**src/rtl/counter_seq_pkg.sv**
```systemverilog
// Shared definitions for the run/stop/clear display counter:
// FSM state encoding, button indices and the active-low seven-segment glyph table.
package counter_seq_pkg;

    // Controller states, 2-bit encoding
    typedef enum logic [1:0] {
        ST_IDLE  = 2'd0,
        ST_RUN   = 2'd1,
        ST_PAUSE = 2'd2,
        ST_DONE  = 2'd3
    } state_e;

    // Button positions in the conditioned pulse vector
    localparam int BTN_START = 0;
    localparam int BTN_STOP  = 1;
    localparam int BTN_CLEAR = 2;
    localparam int NUM_BTN   = 3;

    // Segment glyphs {g,f,e,d,c,b,a}, active-low, hex digits 0-F
    localparam logic [6:0] SEG_GLYPH [16] = '{
        7'b1000000, 7'b1111001, 7'b0100100, 7'b0110000,
        7'b0011001, 7'b0010010, 7'b0000010, 7'b1111000,
        7'b0000000, 7'b0010000, 7'b0001000, 7'b0000011,
        7'b1000110, 7'b0100001, 7'b0000110, 7'b0001110
    };

    function automatic logic [6:0] seg_decode(input logic [3:0] value);
        return SEG_GLYPH[value];
    endfunction

endpackage

```
**src/rtl/m_btn_cond.sv**
```systemverilog
// Raw push-button conditioner: 2-flop synchronizer, optional debounce filter
// and a registered rising-edge detector producing a 1-cycle pulse.
// Optional feature macro: DEBOUNCE_EN (adds a DB_CYCLES stable-time filter).
module m_btn_cond #(
    parameter int DB_CYCLES = 500_000
) (
    input  logic ck,
    input  logic nres,
    input  logic btn_i,
    output logic pulse_o
);

    logic sync1_q;
    logic sync2_q;
    logic level;
    logic hist_q;
    logic pulse_q;

    // Two-flop synchronizer; resets high so a button held through reset looks already pressed
    always_ff @(posedge ck or negedge nres) begin
        if (!nres) begin
            sync1_q <= 1'b1;
            sync2_q <= 1'b1;
        end else begin
            sync1_q <= btn_i;
            sync2_q <= sync1_q;
        end
    end

`ifdef DEBOUNCE_EN
    localparam int CW = $clog2(DB_CYCLES + 1);
    localparam logic [CW-1:0] DB_LAST = CW'(DB_CYCLES - 1);

    logic [CW-1:0] db_cnt_q;
    logic          level_q;

    // Filtered level follows the input only after DB_CYCLES consecutive differing samples
    always_ff @(posedge ck or negedge nres) begin
        if (!nres) begin
            db_cnt_q <= '0;
            level_q  <= 1'b1;
        end else if (sync2_q != level_q) begin
            if (db_cnt_q == DB_LAST) begin
                db_cnt_q <= '0;
                level_q  <= sync2_q;
            end else begin
                db_cnt_q <= db_cnt_q + CW'(1);
            end
        end else begin
            db_cnt_q <= '0;
        end
    end

    assign level = level_q;
`else
    assign level = sync2_q;
`endif

    // Registered rising-edge detector; history resets high so no pulse comes out of reset
    always_ff @(posedge ck or negedge nres) begin
        if (!nres) begin
            hist_q  <= 1'b1;
            pulse_q <= 1'b0;
        end else begin
            hist_q  <= level;
            pulse_q <= level & ~hist_q;
        end
    end

    assign pulse_o = pulse_q;

endmodule

```
**src/rtl/m_counter_sequencer.sv**
```systemverilog
// Run/stop/clear controller for a 4-bit display counter with prescaled count
// steps and one seven-segment digit. Buttons are conditioned by m_btn_cond.
// Optional feature macro: DEBOUNCE_EN (button debounce, DB_CYCLES stable time).
module m_counter_sequencer
    import counter_seq_pkg::*;
#(
    parameter int         DIV       = 50_000_000,
    parameter logic [3:0] MAX_CNT   = 4'd9,
    parameter bit         WRAP      = 1'b1,
    parameter int         DB_CYCLES = 500_000
) (
    input  logic       ck,
    input  logic       nres,
    input  logic       start,
    input  logic       stop,
    input  logic       clear,
    output logic [3:0] q,
    output logic       cnt_tick,
    output logic       running,
    output logic       done,
    output logic [6:0] seg
);

    localparam int            PW       = $clog2(DIV);
    localparam logic [PW-1:0] PSC_LAST = PW'(DIV - 1);

    logic [NUM_BTN-1:0] btn_raw;
    logic [NUM_BTN-1:0] btn_pulse;

    state_e        state_q, state_d;
    logic [3:0]    count_q, count_d;
    logic [PW-1:0] psc_q, psc_d;
    logic          tick_q, tick_d;
    logic          running_q;
    logic          done_q;

    assign btn_raw[BTN_START] = start;
    assign btn_raw[BTN_STOP]  = stop;
    assign btn_raw[BTN_CLEAR] = clear;

    for (genvar gi = 0; gi < NUM_BTN; gi++) begin : g_btn
        m_btn_cond #(
            .DB_CYCLES(DB_CYCLES)
        ) u_btn_cond (
            .ck     (ck),
            .nres   (nres),
            .btn_i  (btn_raw[gi]),
            .pulse_o(btn_pulse[gi])
        );
    end

    wire start_p = btn_pulse[BTN_START];
    wire stop_p  = btn_pulse[BTN_STOP];
    wire clear_p = btn_pulse[BTN_CLEAR];

    // Next-state logic: clear beats stop beats start; stop beats a coincident tick
    always_comb begin
        state_d = state_q;
        count_d = count_q;
        psc_d   = psc_q;
        tick_d  = 1'b0;
        if (clear_p) begin
            state_d = ST_IDLE;
            count_d = 4'd0;
            psc_d   = '0;
        end else begin
            unique case (state_q)
                ST_IDLE: begin
                    if (!stop_p && start_p) begin
                        state_d = ST_RUN;
                        psc_d   = '0;
                    end
                end
                ST_RUN: begin
                    if (stop_p) begin
                        state_d = ST_PAUSE;
                    end else if (psc_q == PSC_LAST) begin
                        psc_d  = '0;
                        tick_d = 1'b1;
                        if (count_q != MAX_CNT) begin
                            count_d = count_q + 4'd1;
                        end else if (WRAP) begin
                            count_d = 4'd0;
                        end else begin
                            state_d = ST_DONE;
                        end
                    end else begin
                        psc_d = psc_q + PW'(1);
                    end
                end
                ST_PAUSE: begin
                    if (!stop_p && start_p) begin
                        state_d = ST_RUN;
                    end
                end
                ST_DONE: begin
                    state_d = ST_DONE;
                end
                default: begin
                    state_d = ST_IDLE;
                end
            endcase
        end
    end

    // State, count, prescaler and registered status outputs
    always_ff @(posedge ck or negedge nres) begin
        if (!nres) begin
            state_q   <= ST_IDLE;
            count_q   <= 4'd0;
            psc_q     <= '0;
            tick_q    <= 1'b0;
            running_q <= 1'b0;
            done_q    <= 1'b0;
        end else begin
            state_q   <= state_d;
            count_q   <= count_d;
            psc_q     <= psc_d;
            tick_q    <= tick_d;
            running_q <= (state_d == ST_RUN);
            done_q    <= (state_d == ST_DONE);
        end
    end

    assign q        = count_q;
    assign cnt_tick = tick_q;
    assign running  = running_q;
    assign done     = done_q;
    assign seg      = seg_decode(count_q);

endmodule

```
**config.mk**
```make
export PLATFORM = sky130hd
export DESIGN_NAME = m_counter_sequencer
export DESIGN_NICKNAME = d
export VERILOG_FILES = /design/src/rtl/counter_seq_pkg.sv /design/src/rtl/m_btn_cond.sv /design/src/rtl/m_counter_sequencer.sv
export SDC_FILE = /design/constraint.sdc
export NUM_CORES = 1
export LEC_CHECK = 0
export ABC_AREA = 1
export ABC_CLOCK_PERIOD_IN_PS = 1400
export CORE_MARGIN = 4
export CORE_UTILIZATION = 30
export DETAILED_ROUTE_END_ITERATION = 8
export HOLD_SLACK_MARGIN = 0.05
export SYNTH_ARGS = -nofsm -noshare
export SYNTH_HDL_FRONTEND = slang
export SYNTH_HIERARCHICAL = 1
export SYNTH_SLANG_ARGS = --single-unit
```
**constraint.sdc**
```tcl
create_clock -name ck -period 1.4 [get_ports ck]
set_input_delay 0.21 -clock ck [delete_from_list [all_inputs] [get_ports ck]]
set_output_delay 0.21 -clock ck [all_outputs]
set_load 0.05 [all_outputs]
```
==> results of run 1 <==
## cells in the mapped netlist (all sizes together) (6+ instances only)
cell / instances
nor2: 69
dfrtp: 38
nor3: 8
o21ai: 6
ha: 7
inv: 50
a21oi: 10
nand3: 33
nand4: 8
xor2: 6
dfstp: 9
nand2: 84
## worst paths after layout
check,startpoint,end,depth (start not counted)
worst max-delay path,q[1],seg[0],7
worst min-delay path,start,g_btn[0].u_btn_cond/sync1_q,1
worst max register to register,psc_q[0],psc_q[14],11
worst min register to register,g_btn[2].u_btn_cond/sync1_q,g_btn[2].u_btn_cond/level,0
max in group asynchronous,nres,g_btn[2].u_btn_cond/level,3
min in group asynchronous,nres,psc_q[20],3
## power by group through the flow
stage                     logic [mW]  registers, mW  clock network, mW
after floorplan                0.353           1.58                  0
after global routing            1.06           1.51               1.06
after CTS                      0.900           1.50              0.996
after detailed placement       0.725           1.53                  0
final                          0.989           1.50              0.972
after global placement         0.717           1.52                  0
## registers in the layout, summed over array words and instances (netlist names)
name                      flops
cnt_tick                      1
done                          1
g_btn.u_btn_cond/hist_q       3
g_btn.u_btn_cond/level        3
g_btn.u_btn_cond/pulse_o      3
g_btn.u_btn_cond/sync1_q      3
psc_q                        26
q                             4
running                       1
state_q                       2
## routing by layer
layer	up-vias	routed length (um)	global-route usage, %
li1	1312	-	-
met1	1233	3060	17.8
met2	39	3610	24.3
met3	8	219	2.25
met4	0	114	4.44
met5	-	0	0
## critical path, stage by stage (launching register included)
cell and delay, ns:
dfrtp_4 0.53, inv_6 0.09, ha_4 0.13, inv_2 0.04, nor2_4 0.11, inv_2 0.07, a32oi_4 0.25, buf_12 0.17
## stage by stage
stage | utilization [%] | setup slack, ns | area (sq um) | hold WS, ns | TNS [ns]
floorplan | - | -0.290 | 2820 | -0.0856 | -2.72
global placement | 42.6 | -0.176 | 3700 | 0.217 | -4.11
detailed placement | 42.6 | -0.195 | 3700 | 0.215 | -4.74
CTS | 47.2 | -0.505 | 4100 | 0.295 | -7.62
global route | 50.5 | -0.571 | 4380 | 0.286 | -12.05
finish | 50.5 | -0.495 | 4380 | 0.303 | -8.70
## kinds of logic (layout without fill, tap and decap cells)
family	after synthesis	after routing
and+or+nand+nor	205	205
buffers and inverters	56	160
DFF	47	47
AOI/OAI and AO/OA	26	26
xor gates and xnor gates	9	9
adders and majority gates	7	7
## cell type report
cell class,instances,share of cell area [%]
Multi-Input combinational cell,247,39.0
Sequential cell,47,27.3
Timing Repair Buffer,100,22.5
Inverter,50,4.80
Tap cell,108,3.08
Clock buffer,6,2.14
Timing Repair inverter,2,0.743
Clock inverter,2,0.400
## timing repair
item / in CTS / in global routing
pin swaps: 18 / 20
gates cloned: 2 / 0
hold buffers: 1 / 0
buffers inserted: 10 / 7
endpoints found under the hold margin: 38 / 0
gates resized for setup: 50 / 62
setup endpoints to repair: 34 / 41
==> metrics.md, run 1 <==
| Metric | Value |
|---|---|
| Failing checks | negative setup slack |
| Leakage power | 1.89 nW |
| Worst Clk Skew | 0.00726 ns |
| Pint | 2.28 mW |
| Mapped Area | 0.00266 sq mm |
| Endpoint class of the critical path | output port |
| DR vias | 2592 |
| Worst-path clk slew | 0.10 ns |
| PnR worst setup slack | -0.495 ns |
| Largest family of logic cells by synthesized area | simple AND/OR/NAND/NOR gates |
| Syn Area/Cell | 7.60 sq um |
| Remaining Overflow, GRT | 0 |
| Max-Cap Viols | 0 |
| Final #Nets | 465 |
| FF-to-FF setup slack | -0.23 ns |
| Clock root buffer | clkbuf_8 |
| Synth Flop Type | dfrtp_1 |
| Reg power frac | 43.4% |
| Die area | 0.0104 sq mm |
| First-pass GRT wire length | 11.7 mm |
| Peak supply drop | 551 uV |
| Synthesized net count | 362 |
| Final max-slew violation count | 0 |
| DRC violations left | 0 |
| Pwr Total | 3.46 mW |
| Largest net degree at the start of global routing | 48 |
| Final period util | 135% |
| IO Count | 19 |
| Synth Area in Compound Gates | 5.93% |
| Yosys cell types | 38 |
| CTS Buffer Depth | 2 |
| Share of cells above drive strength 1 | roughly half |
| Status | finished with violations |
| Final setup fails | 37 |
| Multi-input gate area | 0.00171 sq mm |
| Multiplexer share of the synthesized area | 0% |
| Fin cells | about 560 |
| Post-synth EDFFs | 0 |
| Ant diodes | 0 |
| Initial antenna violation count | 0 |
| Synth area leader | dfrtp_1 |
| Commonest non-fill, non-tap cell in the layout | buf_4 |
| Storage cell area | between 0.001 and 0.0015 sq mm |
| Synth Area in XOR/XNOR | ~3.0% |
| Initial Utilization | 30.7% |
| Worst-skew pair later-pin latency | approximately 0.3 ns |
| Number of global-route vias before repair | 2592 |
| FF+latch count, synth | between 40 and 50 |
| Std cell rows | 34 |
| Synth async-reset ratio | 100% |
| Comb power frac | 28.6% |
| Vias/cell | 4.61 |
| GRT Util Overall | 14.0% |
| Core Box Area | 0.00868 sq mm |
| Synth Instances | 350 |
| CTS tree | done |
| Hold Path Class | input pin to flip-flop |
| P&R area growth vs syn | 64.7% |
| Adder-Cell Fraction of Synth Area | 3.29% |
| Height of the die | a little over 100 um |
| Initial drt markers | 128 |
| Drt first pass iters | 4 |
| Final min period | 1.89 ns |
| Synth warn | 6 |
| PortBufs | 18 |
| Drt wl/cell | approximately 12 um |
| Yosys top cell area share | 35.7% |
| Sw Share | 34.3% |
| Synth top area cells | dfrtp_1, nand2_1, dfstp_2 |
| Dpl cells | approximately 540 |
| Commonest non-fill, non-tap cells in the layout | buf_4, nand2_1, inv_1, dfrtp_1, nor2_1 |
| Crit path DAT | 1.68 ns |
| WL final | 7.00 mm |
| Synth Area in Simple Gates | 34.5% |
| Critical path class | flip-flop to output port |
| PwrDens | 791 mW/mm^2 |
| Hpwl dp | 4.73 mm |
| Maximum clock frequency | 0.528 GHz |
| RD Place Congestion | between 0.8 and 0.9 |
| Critical Path RT | 1.19 ns |
| RSZ-0062 raised after global routing | true |
| Worst rel slew slack | 76.2% |
| Num CTS Buffers | 5 |
| CTS Sinks | 47 |
| Max FO, Critical Path | 4 |
| Sequential share of the synthesized area | approximately 45% |
| H-tree Lvls | 2 |
| Clock power frac | around 28% |
| Final Hold Violating Endpoints | 0 |
| Final ANT Viol Nets | 0 |
| Worst slew pin tran | 0.354 ns |
| Die width | 102 um |
| Fillers | around 790 |
| Type of origin of the critical path | flip-flop |
| Switching Power | 1.19 mW |
No activity file was read; power rests on OpenSTA's default activity.
==> run 2: changes to the inputs <==
CTS_BUF_LIST = sky130_fd_sc_hd__clkbuf_16   (was not set)
==> run 2 against run 1 <==
Compared with the run above: cell count fell by 0.18%; wire length rose by 1.3%; global-route usage rose by 0.14 points; largest power group unchanged; non-clock buffer count fell by 1; the run still ends with negative setup slack left; sequential share of layout area fell by 0.45 points.
==> metrics.md, run 2 (synthesis results as in run 1) <==
| Metric | Value |
|---|---|
| Final max-slew violation count | 0 |
| Die area | 0.0104 sq mm |
| Final Hold Violating Endpoints | 0 |
| Worst reg2reg path startpoint | psc_q[0] |
| Number of global-route vias before repair | 2585 |
| Endpoint class of the critical path | output port |
| Worst slew pin tran | 0.361 ns |
| IO Count | 19 |
| Final period util | 133% |
| Initial Utilization | 30.7% |
| DR vias | 2598 |
| Num CTS Buffers | 5 |
| Final setup fails | 36 |
| Commonest non-fill, non-tap cell in the layout | buf_4 |
| Critical Path RT | between 1 and 1.5 ns |
| RD Place Congestion | 0.842 |
| RSZ-0062 raised after global routing | true |
| Critical Path Start | q[1] |
| Final ANT Viol Nets | 0 |
| Die width | 102 um |
| Number of flip-flops in the largest register | 26 |
| Remaining Overflow, GRT | 0 |
| Drt first pass iters | 4 |
| PwrDens | 859 mW/mm^2 |
| GRT Util Overall | 14.2% |
| Largest net degree at the start of global routing | 48 |
| Worst-path clk slew | 0.07 ns |
| CTS tree | done |
| Commonest non-fill, non-tap cells in the layout | buf_4, nand2_1, inv_1, dfrtp_1, nor2_2 |
| Final #Nets | 464 |
| Slowest stage delay, CP | 0.51 ns |
| Vias/cell | 4.63 |
| First-pass GRT wire length | between 10 and 15 mm |
| Maximum clock frequency | 0.535 GHz |
| Slowest cell on the critical path | dfrtp_4 |
| Leakage power | around 1.9 nW |
| H-tree Lvls | 2 |
| Initial drt markers | 146 |
| R2R depth | 11 |
| Peak supply drop | 623 uV |
| Worst-skew pair later-pin latency | 0.29 ns |
| Fin cells | 561 |
| Share of cells above drive strength 1 | roughly half |
| Max FO, Critical Path | 4 |
| Type of origin of the critical path | flip-flop |
| Std cell rows | 34 |
| DRC violations left | 0 |
| Critical path class | flip-flop to output port |
| CP dominant cell by count | inv_2 |
| Height of the die | 102 um |
| Status | finished with violations |
| Core Box Area | 0.00868 sq mm |
| CP Cell Sequence | inv_6 > ha_4 > inv_2 > nor2_4 > inv_2 > a32oi_4 > buf_12 |
| P&R area growth vs syn | 67.4% |
| Instance area after placement | between 0.003 and 0.004 sq mm |
| Drt wl/cell | between 10 and 15 um |
| WL final | roughly 7.1 mm |
| Ant diodes | 0 |
| Worst rel slew slack | 75.8% |
| Crit path DAT | 1.66 ns |
| PnR worst setup slack | -0.468 ns |
| Initial antenna violation count | 0 |
| HP Start | stop |
| Final min period | around 1.9 ns |
| Design area | 0.00445 sq mm |
| Hpwl dp | 4.73 mm |
| Worst Clk Skew | 0.00320 ns |
| CTS Buffer Depth | 2 |
| Pwr Total | 3.82 mW |
| Max-Cap Viols | 0 |
| Hold path depth | 1 |
| Clock root buffer | clkbuf_16 |
| Failing checks | negative setup slack |
| PortBufs | 18 |
| Largest register by flop count | psc_q |
| Dpl cells | 536 |
| CTS Sinks | 47 |
| Hold Path Class | input pin to flip-flop |
## run 2: cell count changes in the layout (fill, tap and decap cells not counted), moves of 2 or more
cell | previous run | this run
nor2_1 | 33 | 26
clkbuf_8 | 5 | 0
nor2_2 | 19 | 27
nand3_1 | 21 | 19
buf_4 | 69 | 67
clkbuf_16 | 1 | 6
## run 2: through the flow
step	setup slack, ns	hold WS (ns)	setup TNS [ns]	utilization (%)
CTS	-0.474	0.319	-7.49	47.7
floorplan	-0.290	-0.0856	-2.72	-
finish	-0.468	0.321	-9.15	51.3
detailed placement	-0.195	0.215	-4.74	42.6
global route	-0.538	0.311	-12.49	51.3
global placement	-0.176	0.217	-4.11	42.6
## run 2: metal layers
metal / track usage [%] / vias up / part of all wire, %
li1: - / 1309 / -
met1: 18.3 / 1250 / 45
met2: 24.5 / 30 / 50
met3: 2.32 / 9 / 3.1
met4: 4.04 / 0 / 1.5
met5: 0 / - / 0
## run 2: critical path: cells and delay by family (launching register included)
kind	cells	cell delay [ns]
DFF	1	0.51
buffers and inverters	4	0.37
AOI/OAI and AO/OA	1	0.25
adders and majority gates	1	0.13
and+or+nand+nor	1	0.11
## run 2: cell type report
| cell class | count | area (sq um) |
|---|---|---|
| sequential | 47 | 1200 |
| fill | 763 | 4230 |
| tap | 108 | 135 |
| clock inverter | 2 | 17.5 |
| clock buffer | 6 | 150 |
| timing repair inverter | 2 | 32.5 |
| inverter | 50 | 210 |
| timing repair buffer | 99 | 983 |
| multi-input combinational | 247 | 1730 |
## run 2: report_power, final
group	switching [mW]	internal (mW)
combinational	0.630	0.362
sequential	0.0604	1.44
clock	0.548	0.781
total	1.24	2.59
## run 2: repair_timing
action,4_1_cts,5_1_grt
pin swaps,20,22
resized for setup,50,69
hold endpoints to repair,38,0
hold buffers,1,0
buffers inserted,9,8
endpoints found under the setup margin,34,41
gates cloned,2,0
## run 2: worst paths after layout
check / end / slack [ns]
max: seg[0] / -0.47
min: g_btn[1].u_btn_cond/sync1_q / 0.32
max reg2reg: psc_q[14] / -0.26
min reg2reg: g_btn[2].u_btn_cond/level / 0.36
max in group asynchronous: g_btn[2].u_btn_cond/level / 0.69
min in group asynchronous: psc_q[20] / 0.42
==> run 3: changes to the inputs <==
--- a/config.mk
+++ b/config.mk
@@ -13,2 +13,3 @@
 export DETAILED_ROUTE_END_ITERATION = 8
+export GPL_TIMING_DRIVEN = 0
 export HOLD_SLACK_MARGIN = 0.05
==> constraint.sdc (replaced) <==
create_clock -name ck -period 1.4 [get_ports ck]
set_input_delay 0.28 -clock ck [delete_from_list [all_inputs] [get_ports ck]]
set_output_delay 0.28 -clock ck [all_outputs]
set_load 0.02 [all_outputs]
==> run 3 against run 2 <==
Compared with the run above: the run still ends with negative setup slack left; cell area fell by 3.7%; highest routed layer unchanged; clock skew is 0.0036 ns higher; critical path depth is the same; non-clock buffer count decreased by 17; largest power group unchanged; sequential power about the same.
==> metrics.md, run 3 (synthesis results as in run 1) <==
| Metric | Value |
|---|---|
| PortBufs | 18 |
| Maximum clock frequency | 0.535 GHz |
| Die area | 0.0104 sq mm |
| H-tree Lvls | 2 |
| CTS Buffer Depth | 2 |
| Core Box Area | 0.00868 sq mm |
| IO Count | 19 |
| Fin cells | 542 |
| WL final | ~7.5 mm |
| Pwr Total | between 3 and 4 mW |
| PwrDens | 918 mW/mm^2 |
| Height of the die | 102 um |
| Final #Nets | 445 |
| Final min period | 1.87 ns |
| Num CTS Buffers | 5 |
| Share of cells above drive strength 1 | 50.9% |
| Max-Cap Viols | 0 |
| RD Place Congestion | 0.883 |
| CP bufs+invs | 3 |
| Instance area after placement | ~0.0031 sq mm |
| Final setup fails | 35 |
| Critical Path Start | q[0] |
| Initial antenna violation count | 0 |
| Clock root buffer | clkbuf_16 |
| Drt wl/cell | 13.8 um |
| Number of flip-flops in the largest register | 26 |
| Critical path class | flip-flop to output port |
| Max FO, Critical Path | 5 |
| Worst Clk Skew | about 0.0068 ns |
| Peak supply drop | approximately 650 uV |
| P&R area growth vs syn | 61.3% |
| Leakage power | 1.87 nW |
| Hold slack final | approximately 0.36 ns |
| Fillers | approximately 810 |
| Vias/cell | about 4.8 |
| GRT Util Overall | 14.3% |
| CTS tree | done |
| PnR worst setup slack | -0.470 ns |
| Die width | 102 um |
| Crit path DAT | 1.59 ns |
| Setup TNS | -8.52 ns |
| Worst r2r dst | psc_q[11] |
| Final period util | 134% |
| DR vias | 2589 |
| Hold Path Class | flip-flop to flip-flop |
| Drt first pass iters | 4 |
| Worst-skew pair later-pin latency | 0.29 ns |
| Slowest stage delay, CP | 0.47 ns |
| Worst reg2reg path startpoint | psc_q[1] |
| Final Hold Violating Endpoints | 0 |
| Worst rel slew slack | 66.7% |
| Endpoint class of the critical path | output port |
| Commonest non-fill, non-tap cell in the layout | nand2_1 |
| Worst setup path endpoint | seg[3] |
| Worst slew pin tran | 0.500 ns |
| Critical path depth | 7 |
| Pre-CTS setup slack | -0.712 ns |
| Hpwl dp | 4.29 mm |
| RSZ-0062 raised after global routing | true |
| CP dominant cell by count | buf_6 |
| Critical Path RT | 1.12 ns |
| Number of global-route vias before repair | about 2600 |
| R2R depth | 12 |
| First-pass GRT wire length | about 12 mm |
| CTS Sinks | 47 |
| Final ANT Viol Nets | 0 |
| FF-to-FF setup slack | -0.33 ns |
| DRC violations left | 0 |
| Initial Utilization | 30.7% |
| Final max-slew violation count | 0 |
| CP Cell Sequence | ha_4 > inv_4 > nor2_4 > buf_6 > a211oi_4 > a31oi_4 > buf_6 |
| Type of origin of the critical path | flip-flop |
| Worst-path clk slew | 0.07 ns |
| Remaining Overflow, GRT | 0 |
| CP top delay family | flip-flops |
| Slowest cell on the critical path | dfrtp_2 |
| Std cell rows | 34 |
| Largest register by flop count | psc_q |
| Commonest non-fill, non-tap cells in the layout | nand2_1, buf_4, inv_1, dfrtp_1, nand3_1 |
| Failing checks | negative setup slack |
| Initial drt markers | 130 |
| Post-layout util | around 49% |
| Ant diodes | 0 |
| Design area | 0.00429 sq mm |
| Status | finished with violations |
| Dpl cells | 477 |
| Largest net degree at the start of global routing | 29 |
[run 3: cell types whose count changed in the layout (fill, tap and decap cells not counted), moves of 5 or more]
cell and delta:
inv_1 -5, dfrtp_2 +7, nor2_4 +8, buf_6 +5, nand3_2 -7, buf_12 -9, nand3_1 +6, dfrtp_1 -5
buf_4 -24
[run 3: layout make-up]
cell class	count	area [sq um]	share of cell area [%]
plain buffers	6	72.6	1.69
clock buffers	5	125	2.92
clock inverters	3	27.5	0.642
inverters	50	209	4.87
multi-input cells	247	1820	42.4
flip-flops and latches	47	1200	27.9
well taps	108	135	3.15
repair buffers	76	702	16.4
[run 3: power by group]
part           total, mW  switching [mW]  internal [mW]
clock network       1.26           0.573          0.682
logic               1.18           0.668          0.510
registers           1.51          0.0625           1.44
total               3.94            1.30           2.64
[run 3: how the worst min path moves through the flow]
| stage | from | end | slack (ns) | depth (start not counted) |
|---|---|---|---|---|
| global placement | g_btn[1].u_btn_cond/sync1_q | g_btn[1].u_btn_cond/level | 0.35 | 0 |
| floorplan | nres | cnt_tick | -0.02 | 0 |
| detailed placement | nres | psc_q[21] | 0.28 | 1 |
| global route | g_btn[2].u_btn_cond/sync1_q | g_btn[2].u_btn_cond/level | 0.36 | 0 |
| finish | g_btn[1].u_btn_cond/sync1_q | g_btn[1].u_btn_cond/level | 0.36 | 0 |
| CTS | g_btn[1].u_btn_cond/sync1_q | g_btn[1].u_btn_cond/level | 0.36 | 0 |
[run 3: routing by layer]
metal / track usage (%) / vias up / part of all wire (%)
li1: - / 1268 / -
met2: 24.7 / 50 / 52
met1: 18.0 / 1256 / 42
met4: 5.15 / 0 / 2.1
met5: 0 / - / 0
met3: 2.32 / 15 / 3.6
[run 3: what timing repair did]
item / in CTS / in global routing
endpoints found under the setup margin: 44 / 41
setup buffers: 44 / 19
gates cloned: 1 / 0
hold buffers: 1 / 0
hold endpoints to repair: 17 / 0
pin swaps: 28 / 33
resized for setup: 135 / 75
==> variant, RTL diff (flow settings as in run 3) <==
The package constant `NUM_BTN` goes from 3 to 6.
--- a/src/rtl/counter_seq_pkg.sv
+++ b/src/rtl/counter_seq_pkg.sv
@@ -14,7 +14,7 @@
     localparam int BTN_START = 0;
     localparam int BTN_STOP  = 1;
     localparam int BTN_CLEAR = 2;
-    localparam int NUM_BTN   = 3;
+    localparam int NUM_BTN   = 6;
 
     // Segment glyphs {g,f,e,d,c,b,a}, active-low, hex digits 0-F
     localparam logic [6:0] SEG_GLYPH [16] = '{
Function: kept (Yosys induction, for registers that start in step).
==> variant against run 3 <==
The run still ends with setup timing left; maximum frequency increased by 2.0%; count of clock-buffer cells in the layout unchanged; design area decreased by 12%; register-to-register slack improved by 0.06 ns; synthesized cell count decreased by 1.4%; routed wire length decreased by 17%; area after synthesis increased by 0.66%; cell count decreased by 6.8%; worst setup slack improved by 0.037 ns; sequential cell count unchanged; hold slack got worse by 0.0030 ns; power increased by 3.5%; critical path type unchanged; largest power group unchanged; highest routed layer unchanged.
==> variant: results (changes against run 3) <==
metric;value;unit;change
largest cells by area after synthesis;dfrtp_1, nand2_1, dfstp_2;;
final wirelength;6.23;mm;-17%
Commonest cells post-synth;nand2_1, nor2_1, inv_1;;
DRT iter0 DRCs;99;;-24%
fin worst setup slack;-0.433;ns;+0.0365 ns
crit-path max FO;6;;+1
sequential share of cell area;31.7;%;+3.8 points
number of global-route vias before repair;2141;;-16%
dpl hpwl;4.12;mm;-4.0%
Synth Area per Inst;7.76;um2;+2.1%
Power Density;1080;nW/um2;+18%
routed vias/inst;4.60;;-3.7%
Non-clock buffers, area share;13.6;%;-4.4 points
filler instances;838;;+2.9%
via count;2323;;-10%
Setup WS pre-CTS;-0.693;ns;+0.0184 ns
Setup Buffers After CTS;19;;-57%
M3 GR Usage;2.25;%;-0.068 points
share of cells above drive strength 1;39.0;%;-12 points
failing checks;setup timing;;
Post-DP Area;3060;um2;-2.2%
maximum VDD drop;0.000554;V;-15%
WL met2;3.02;mm;-23%
Final Setup Violations;35;;unchanged
status;finished with violations;;
clock share of power;28.6;%;-3.3 points
Synth cell types;32;;-16%
Worst EP arrival;1.55;ns;-0.04 ns
==> variant: changes by cell type after synthesis, sizes merged, moves of 3 or more <==
cell / before / now
nand3: 33 / 29
nand2: 84 / 89
nor2: 69 / 72
a21oi: 10 / 4
nor3: 8 / 2
o21ai: 6 / 11
nand4: 8 / 11
inv: 50 / 45
==> variant: path summary, 6_finish.rpt <==
check / to / slack (ns) / start / cells after the start
setup reg to reg: psc_q[13] / -0.27 / psc_q[1] / 12
max in group asynchronous: g_btn[1].u_btn_cond/sync1_q / 0.33 / nres / 3
hold reg to reg: g_btn[1].u_btn_cond/level / 0.35 / g_btn[1].u_btn_cond/sync1_q / 0
setup / recovery: seg[3] / -0.43 / q[0] / 6
min in group asynchronous: psc_q[18] / 0.48 / nres / 2
hold / removal: g_btn[1].u_btn_cond/level / 0.35 / g_btn[1].u_btn_cond/sync1_q / 0
